===== src/rtl/regfile_pkg.sv =====
// regfile_pkg: shared sizes, word/index types and writeback FSM states for the register file write port.
package regfile_pkg;
  localparam int NUM_REGS = 16;
  localparam int REG_AW = 4;
  localparam int DW = 16;
  typedef logic [REG_AW-1:0] reg_idx_t;
  typedef logic [DW-1:0] word_t;
  typedef enum logic {INIT, RUN} wb_state_t;
endpackage


===== src/rtl/rr_arb2.sv =====
// rr_arb2: two-way writeback grant with a round-robin tie pointer or fixed A priority.
module rr_arb2 #(
  parameter bit PRIORITY_MODE = 1'b0
) (
  input  logic clk,
  input  logic rst,
  input  logic en,
  input  logic a_req,
  input  logic b_req,
  output logic a_gnt,
  output logic b_gnt
);
  logic rr_ptr;
  always_comb begin
    a_gnt = a_req && (!b_req || PRIORITY_MODE || !rr_ptr);
    b_gnt = b_req && !a_gnt;
  end
  // Pointer moves only on a contested grant and lands on the loser (0 = A, 1 = B).
  always_ff @(posedge clk or negedge rst)
    if (!rst) rr_ptr <= 1'b0;
    else if (en && a_req && b_req) rr_ptr <= a_gnt;
endmodule


===== src/rtl/regfile_wb_arbiter.sv =====
// regfile_wb_arbiter: sole owner of the register file write port; zero sweep after reset, then arbitrated A/B writeback.
module regfile_wb_arbiter #(
  parameter int NUM_REGS = regfile_pkg::NUM_REGS,
  parameter int REG_AW = regfile_pkg::REG_AW,
  parameter int DW = regfile_pkg::DW,
  parameter bit INIT_CLEAR = 1'b1,
  parameter bit ZERO_PROTECT = 1'b1,
  parameter bit PRIORITY_MODE = 1'b0
) (
  input  logic              clk,
  input  logic              rst,
  input  logic              a_valid,
  output logic              a_ready,
  input  logic [REG_AW-1:0] a_reg,
  input  logic [DW-1:0]     a_data,
  input  logic              b_valid,
  output logic              b_ready,
  input  logic [REG_AW-1:0] b_reg,
  input  logic [DW-1:0]     b_data,
  output logic              WriteReg,
  output logic [REG_AW-1:0] DstReg,
  output logic [DW-1:0]     DstData,
  output logic [NUM_REGS-1:0] pend_vec,
  output logic              init_done
);
  import regfile_pkg::*;
  localparam logic [REG_AW:0] LAST_CNT = (REG_AW+1)'(NUM_REGS);
  wb_state_t state, next_state;
  logic [REG_AW:0] init_cnt;
  logic init_last, a_gnt, b_gnt, a_take, b_take, xfer;
  logic [REG_AW-1:0] wr_reg;
  logic [DW-1:0] wr_data;
  rr_arb2 #(.PRIORITY_MODE(PRIORITY_MODE)) u_arb (
    .clk(clk),
    .rst(rst),
    .en(state == RUN),
    .a_req(a_valid),
    .b_req(b_valid),
    .a_gnt(a_gnt),
    .b_gnt(b_gnt)
  );
  always_ff @(posedge clk or negedge rst)
    if (!rst) state <= INIT_CLEAR ? INIT : RUN;
    else state <= next_state;
  assign init_last = init_cnt == LAST_CNT;
  always_comb next_state = (state == INIT && init_last) ? RUN : state;
  // Ready is masked by reset so it drops at once even when no sweep is configured.
  always_comb begin
    a_take = state == RUN && a_gnt;
    b_take = state == RUN && b_gnt;
    a_ready = rst && a_take;
    b_ready = rst && b_take;
    xfer = a_take || b_take;
    wr_reg = a_take ? a_reg : b_reg;
    wr_data = a_take ? a_data : b_data;
  end
  always_ff @(posedge clk or negedge rst)
    if (!rst) begin
      WriteReg <= 1'b0;
      DstReg <= '0;
      DstData <= '0;
      init_cnt <= '0;
      init_done <= !INIT_CLEAR;
    end else if (state == INIT) begin
      WriteReg <= !init_last;
      DstReg <= init_last ? DstReg : init_cnt[REG_AW-1:0];
      DstData <= '0;
      init_cnt <= init_last ? init_cnt : init_cnt + (REG_AW+1)'(1);
      init_done <= init_last;
    end else begin
      WriteReg <= xfer && !(ZERO_PROTECT && wr_reg == '0);
      DstReg <= xfer ? wr_reg : DstReg;
      DstData <= xfer ? wr_data : DstData;
    end
  always_comb pend_vec = WriteReg ? NUM_REGS'(1) << DstReg : '0;
endmodule


===== config.mk =====
export PLATFORM = sky130hd
export DESIGN_NAME = regfile_wb_arbiter
export DESIGN_NICKNAME = d
export VERILOG_FILES = /design/src/rtl/regfile_pkg.sv /design/src/rtl/rr_arb2.sv /design/src/rtl/regfile_wb_arbiter.sv
export SDC_FILE = /design/constraint.sdc
export NUM_CORES = 1
export LEC_CHECK = 0
export ABC_AREA = 1
export BUFFER_PORTS_ARGS = -buffer_cell sky130_fd_sc_hd__buf_2
export CORE_MARGIN = 5
export CORE_UTILIZATION = 45
export DETAILED_ROUTE_END_ITERATION = 10
export PLACE_DENSITY_LB_ADDON = 0.25
export RECOVER_POWER = 50
export SLEW_MARGIN = 20
export SYNTH_ARGS = -nofsm -noshare
export SYNTH_HDL_FRONTEND = slang
export SYNTH_HIERARCHICAL = 1
export SYNTH_SLANG_ARGS = --single-unit

===== constraint.sdc =====
create_clock -name clk -period 2.8 [get_ports clk]
set_input_delay 0.14 -clock clk [delete_from_list [all_inputs] [get_ports clk]]
set_output_delay 0.14 -clock clk [all_outputs]
set_load 0.01 [all_outputs]

==> results of run 1 <==
[per-stage QoR]
step                hold slack (ns)  area (µm²)  setup slack, ns
finish                       0.0680        2100            0.785
global route                 0.0500        2100            0.597
CTS                          0.0597        2120            0.753
detailed placement            0.170        2060            0.790
global placement              0.175        2060            0.884
floorplan                    -0.156        1630             1.36
[Yosys cell counts]
cell type	n
inv_1	10
nand3_1	35
nor2_1	38
clkbuf_1	1
buf_4	1
o21ai_0	1
nand4_1	2
o21ai_2	11
dfrtp_1	29
xnor2_1	2
buf_6	3
a21boi_1	2
nand2_1	30
ha_1	2
o21ai_1	27
xor2_1	2
nor3_1	1
buf_2	4
nand2_2	5
inv_2	4
[per-layer routing]
| layer | track usage, % | vias to the layer above | wire [µm] |
|---|---|---|---|
| met5 | 0 | - | 0 |
| met3 | 7.03 | 4 | 412 |
| li1 | - | 863 | - |
| met1 | 19.6 | 772 | 1760 |
| met2 | 31.0 | 60 | 2090 |
| met4 | 7.66 | 0 | 50 |
[placed cells by master (no fill, tap or decap), types with 2 or more instances in the layout]
cell      count
xnor2_1       2
dfrtp_1      29
inv_1        10
buf_4         2
inv_2         4
buf_2        64
nand3_1      35
nand4_1       2
clkbuf_4      5
a21boi_1      2
o21ai_1      27
o21ai_2      11
nand2_1      30
clkbuf_1     20
xor2_1        2
ha_1          2
nand2_2       5
nor2_1       38
[worst min-delay path by stage]
| stage | slack [ns] | to | cells after the start |
|---|---|---|---|
| after global placement | 0.18 | init_done$_DFFE_PN0N_ | 2 |
| final | 0.07 | DstData[0]$_DFFE_PN0P_ | 3 |
| after CTS | 0.06 | DstData[11]$_DFFE_PN0P_ | 3 |
| after global routing | 0.05 | DstData[0]$_DFFE_PN0P_ | 3 |
| after floorplan | -0.16 | DstData[0]$_DFFE_PN0P_ | 0 |
| after detailed placement | 0.17 | init_done$_DFFE_PN0N_ | 2 |
[registers in the layout, indices dropped and copies added, names as in the netlist]
signal        cells
WriteReg          1
state             1
init_done         1
DstData          16
DstReg            4
init_cnt          5
u_arb/rr_ptr      1
[cells by family (layout without fill, tap and decap cells)]
group,after synthesis,in the layout,share of synthesized area [%]
buffers and inverters,23,107,7.20
DFF,29,29,44.4
xor gates and xnor gates,4,4,2.14
and+or+nand+nor,111,111,29.3
AOI/OAI and AO/OA,41,41,15.4
adders and majority gates,2,2,1.53
[area by class of cell]
class | count | area share, %
Timing Repair Buffer | 86 | 19.9
Tap cell | 46 | 2.74
Clock buffer | 7 | 2.62
Inverter | 14 | 2.50
Multi-Input combinational cell | 158 | 37.7
Sequential cell | 29 | 34.6
[where the power goes]
part | total (mW) | internal [mW] | switching [mW]
sequential | 0.528 | 0.480 | 0.0479
clock | 0.260 | 0.118 | 0.142
combinational | 0.341 | 0.129 | 0.213
total | 1.13 | 0.727 | 0.402
[what timing repair did]
action	4_1_cts	5_1_grt
buffers inserted	0	0
hold buffers	1	0
resized for setup	0	0
hold endpoints to repair	29	0
[worst max-delay path, cell delays in order, from the launching register on]
cell and delay (ns):
dfrtp_1 0.41, a21boi_1 0.40, nand2_2 0.39, nor2_1 0.19
buf_2 0.15
==> flow_summary.ini, run 1 <==
[global_route]
grt_pass1_wl_um = 7200
overflow = 0
antenna_found_initial = 0
grt_start_max_net_pins = 31
track_usage_pct = 18.1
grt_pass1_vias = 1623

[cts]
clkTransAtPathRegs_ns = 0.10
clock_sink_count = 29
cts_buffers = 5
cts-root-buf = clkbuf_4
cts_max_level = 2
cts_buffer_depth = 2
clkLatencyLatePin_ns = 0.33
cts_tree = built

[drt]
first_iter_violations = 72
avgRoutedWirePerCell_um = 12.7
drt_wl_total_um = 4310
route.detailed.drc = 0
dr.pass1.iters = 4
postRouteAntennaNets = 0
num_vias = 1699
detail_route.vias_per_cell = 5.00

[placement]
portBuffers = 83
dp.cells = 332
post-dp-hpwl_um = 3230
gp_congestion = 0.756

[sta]
fin_skew_ns = 0.0143
rsz0062_at_grt = false
final-setup-viol-count = 0
slew_headroom_pct = 43.0
post-route-period-util_pct = 72.0
finalHoldViolCount = 0
fmax_ghz = 0.496
tns_ns = 0
worst_pin_slew_ns = 0.855
fin_crit_ns = 2.02
slew_viol_final = 0

[setup_path]
r2r_end = DstData[14]$_DFFE_PN0P_
required_ns = 2.66
end_kind = output pin
ff2ff_setup_slack_ns = 0.78
r2r_start = u_arb/rr_ptr$_DFFE_PN0P_
cp-startpoint = u_arb/rr_ptr$_DFFE_PN0P_
critical_path_arrival_ns = 1.88
start_kind = flip-flop
worstSetupPathType = flip-flop to output pin
worstRegToRegCells = 5
cp_max_fo = 22
cp-endpoint = a_ready

[synth]
synth_nets = 256
ys_types = 20
netlist.area_leader.share_pct = 44.4
synth_area_leaders = dfrtp_1 44%, nand3_1 11%, nor2_1 8.7%, o21ai_1 8.3%, nand2_1 6.9%
synth_cells = 210
synth-seq-cells = 29
syn-cell-area_um2 = 1630
avgSynthCellArea_um2 = 7.78
yosys.area.top_type = dfrtp_1
yosysWarnings = 6
synth_seq_area_share_pct = 44.4

[worst_hold_path]
worstHoldStart = a_data[0]
hold_class = input pin to flip-flop

[layout]
utilization_pct = 61.4
ff_latch_area_um2 = 726
final_nets = 340
area_growth_pct = 28.4
final_cells = 340
nFillCells = 343
multiInputGateArea_um2 = 791
drive_gt1_share_pct = 31.3
antenna_cells = 0

[die]
die_h_um = 70.3
core.rowCount = 21
start_util_pct = 47.8
io_pins = 84
dieArea_um2 = 4940
core_area_um2 = 3420
dieWidth_um = 70.3

[power_and_ir_drop]
irDropWorstVdd_uv = 310
p_leak_nw = 1.07
cellPowerDensity_nw_per_um2 = 538
design_power_total_mw = 1.13

[run_status]
status = complete, no violations

[job]
drv_cap = 0
Note: power is estimated with default switching activity, not from simulation.
==> run 2: changes to the inputs <==
Clock period 2.8 ns to 2 ns, I/O delays scaled along.
==> flow_summary.ini, run 2 (synthesis gave the netlist of run 1 again) <==
[global_route]
antenna_found_initial = 0
overflow = 0
grt_start_max_net_pins = 30
grt_util_met3_pct = 5.74
grt_pass1_vias = 1675
grtUsageMet2_pct = 31.3
grt_busiest_layer = met2
track_usage_pct = 18.1
grt_use_met1_pct = 21.2
grt_pass1_wl_um = 7380

[cts]
clkTransAtPathRegs_ns = 0.09
cts_tree = built
cts_buffers = 5
cts-root-buf = clkbuf_4
postCtsSetupRepairBufs = 0
cts_max_level = 2
clock_sink_count = 29
cts_buffer_depth = 2
clkLatencyLatePin_ns = 0.32

[sta]
final-setup-viol-count = 0
post-route-period-util_pct = 83.6
holdWs_ns = 0.0255
rsz0062_at_grt = false
slew_viol_final = 0
fmax_ghz = 0.598
fin_crit_ns = 1.67
tns_ns = 0
worst_pin_slew_ns = 0.719
slew_headroom_pct = 52.1
fin_skew_ns = 0.00792
finalHoldViolCount = 0

[placement]
portBuffers = 83
dp.cells = 335
postPlaceCellArea_um2 = 2080
gp_congestion = 0.821
post-dp-hpwl_um = 3240

[drt]
postRouteAntennaNets = 0
dr.pass1.iters = 5
avgRoutedWirePerCell_um = 12.5
first_iter_violations = 98
detail_route.vias_per_cell = 4.94
drt_wl_total_um = 4290
num_vias = 1698
route.detailed.drc = 0

[worst_hold_path]
hold_depth = 3
hold-path-endpoint = DstData[2]$_DFFE_PN0P_
hold_class = input pin to flip-flop
worstHoldStart = a_data[2]

[layout]
drive_gt1_share_pct = 31.2
antenna_cells = 0
mostFrequentLayoutCells = 63 x buf_2, 38 x nor2_1, 35 x nand3_1
nFillCells = 354
postLayoutCellArea_um2 = 2110
area_growth_pct = 29.2
final_nets = 343
top_regs = DstData: 16 flops, init_cnt: 5 flops, DstReg: 4 flops
layout_commonest_cell = buf_2
utilization_pct = 61.8
final_cells = 344
largest-register = DstData
largest_reg_flops = 16

[power_and_ir_drop]
cellPowerDensity_nw_per_um2 = 740
irDropWorstVdd_uv = 370
p_leak_nw = 1.08

[die]
io_pins = 84
start_util_pct = 47.8
die_h_um = 70.3
core.rowCount = 21
dieArea_um2 = 4940
core_area_um2 = 3420
dieWidth_um = 70.3

[setup_path]
r2r_start = u_arb/rr_ptr$_DFFE_PN0P_
critical_path_arrival_ns = 1.57
cp_max_fo = 22
ff2ff_setup_slack_ns = 0.33
required_ns = 1.90
worstSetupPathType = flip-flop to output pin
r2r_end = DstData[0]$_DFFE_PN0P_
start_kind = flip-flop
worstRegToRegCells = 5
end_kind = output pin

[job]
drv_cap = 0

[run_status]
status = complete, no violations
[run 2: cell count changes in the layout (fill, tap and decap cells not counted), sizes merged]
cell    previous run  this run
buf               66        67
clkbuf            26        29
[run 2: critical path, stage by stage (launching register included)]
cell,delay (ns)
dfrtp_1,0.41
a21boi_1,0.20
nand2_2,0.31
nor2_1,0.18
buf_2,0.15
[run 2: layout make-up]
cell class	instances	area, µm²	area share, %
clock buffer	8	48.8	2.31
sequential	29	726	34.4
inverter	14	52.6	2.49
timing repair buffer	89	435	20.6
tap	46	57.6	2.73
multi-input combinational	158	791	37.5
[run 2: stage by stage]
stage                     power [mW]  setup slack (ns)
after floorplan                 1.05             0.558
after CTS                       1.60             0.317
after global placement          1.25             0.432
after detailed placement        1.26             0.349
final                           1.56             0.329
after global routing            1.68             0.198
[run 2: power breakdown]
| group | internal [mW] | leakage [nW] | total, mW | switching [mW] |
|---|---|---|---|---|
| clock | 0.140 | 0.0265 | 0.337 | 0.197 |
| combinational | 0.188 | 0.709 | 0.484 | 0.296 |
| sequential | 0.672 | 0.345 | 0.741 | 0.0691 |
| total | 1.00 | 1.08 | 1.56 | 0.563 |
[run 2: worst max-delay path by stage]
stage | depth (start not counted) | start | end | slack [ns]
global route | 5 | u_arb/rr_ptr$_DFFE_PN0P_ | DstData[13]$_DFFE_PN0P_ | 0.20
global placement | 5 | u_arb/rr_ptr$_DFFE_PN0P_ | DstData[0]$_DFFE_PN0P_ | 0.43
detailed placement | 5 | u_arb/rr_ptr$_DFFE_PN0P_ | DstData[0]$_DFFE_PN0P_ | 0.35
finish | 4 | u_arb/rr_ptr$_DFFE_PN0P_ | a_ready | 0.33
floorplan | 9 | u_arb/rr_ptr$_DFFE_PN0P_ | WriteReg$_DFF_PN0_ | 0.56
CTS | 4 | u_arb/rr_ptr$_DFFE_PN0P_ | a_ready | 0.32
[run 2: what timing repair did]
item | 4_1_cts | 5_1_grt
gates resized for setup | 0 | 0
endpoints found under the setup margin | 0 | 0
hold endpoints to repair | 29 | 0
hold buffers | 1 | 0
[run 2: layer usage]
layer / up-vias / wire length (µm)
li1: 873 / -
met1: 762 / 1770
met2: 59 / 2080
met3: 4 / 397
met4: 0 / 36
met5: - / 0
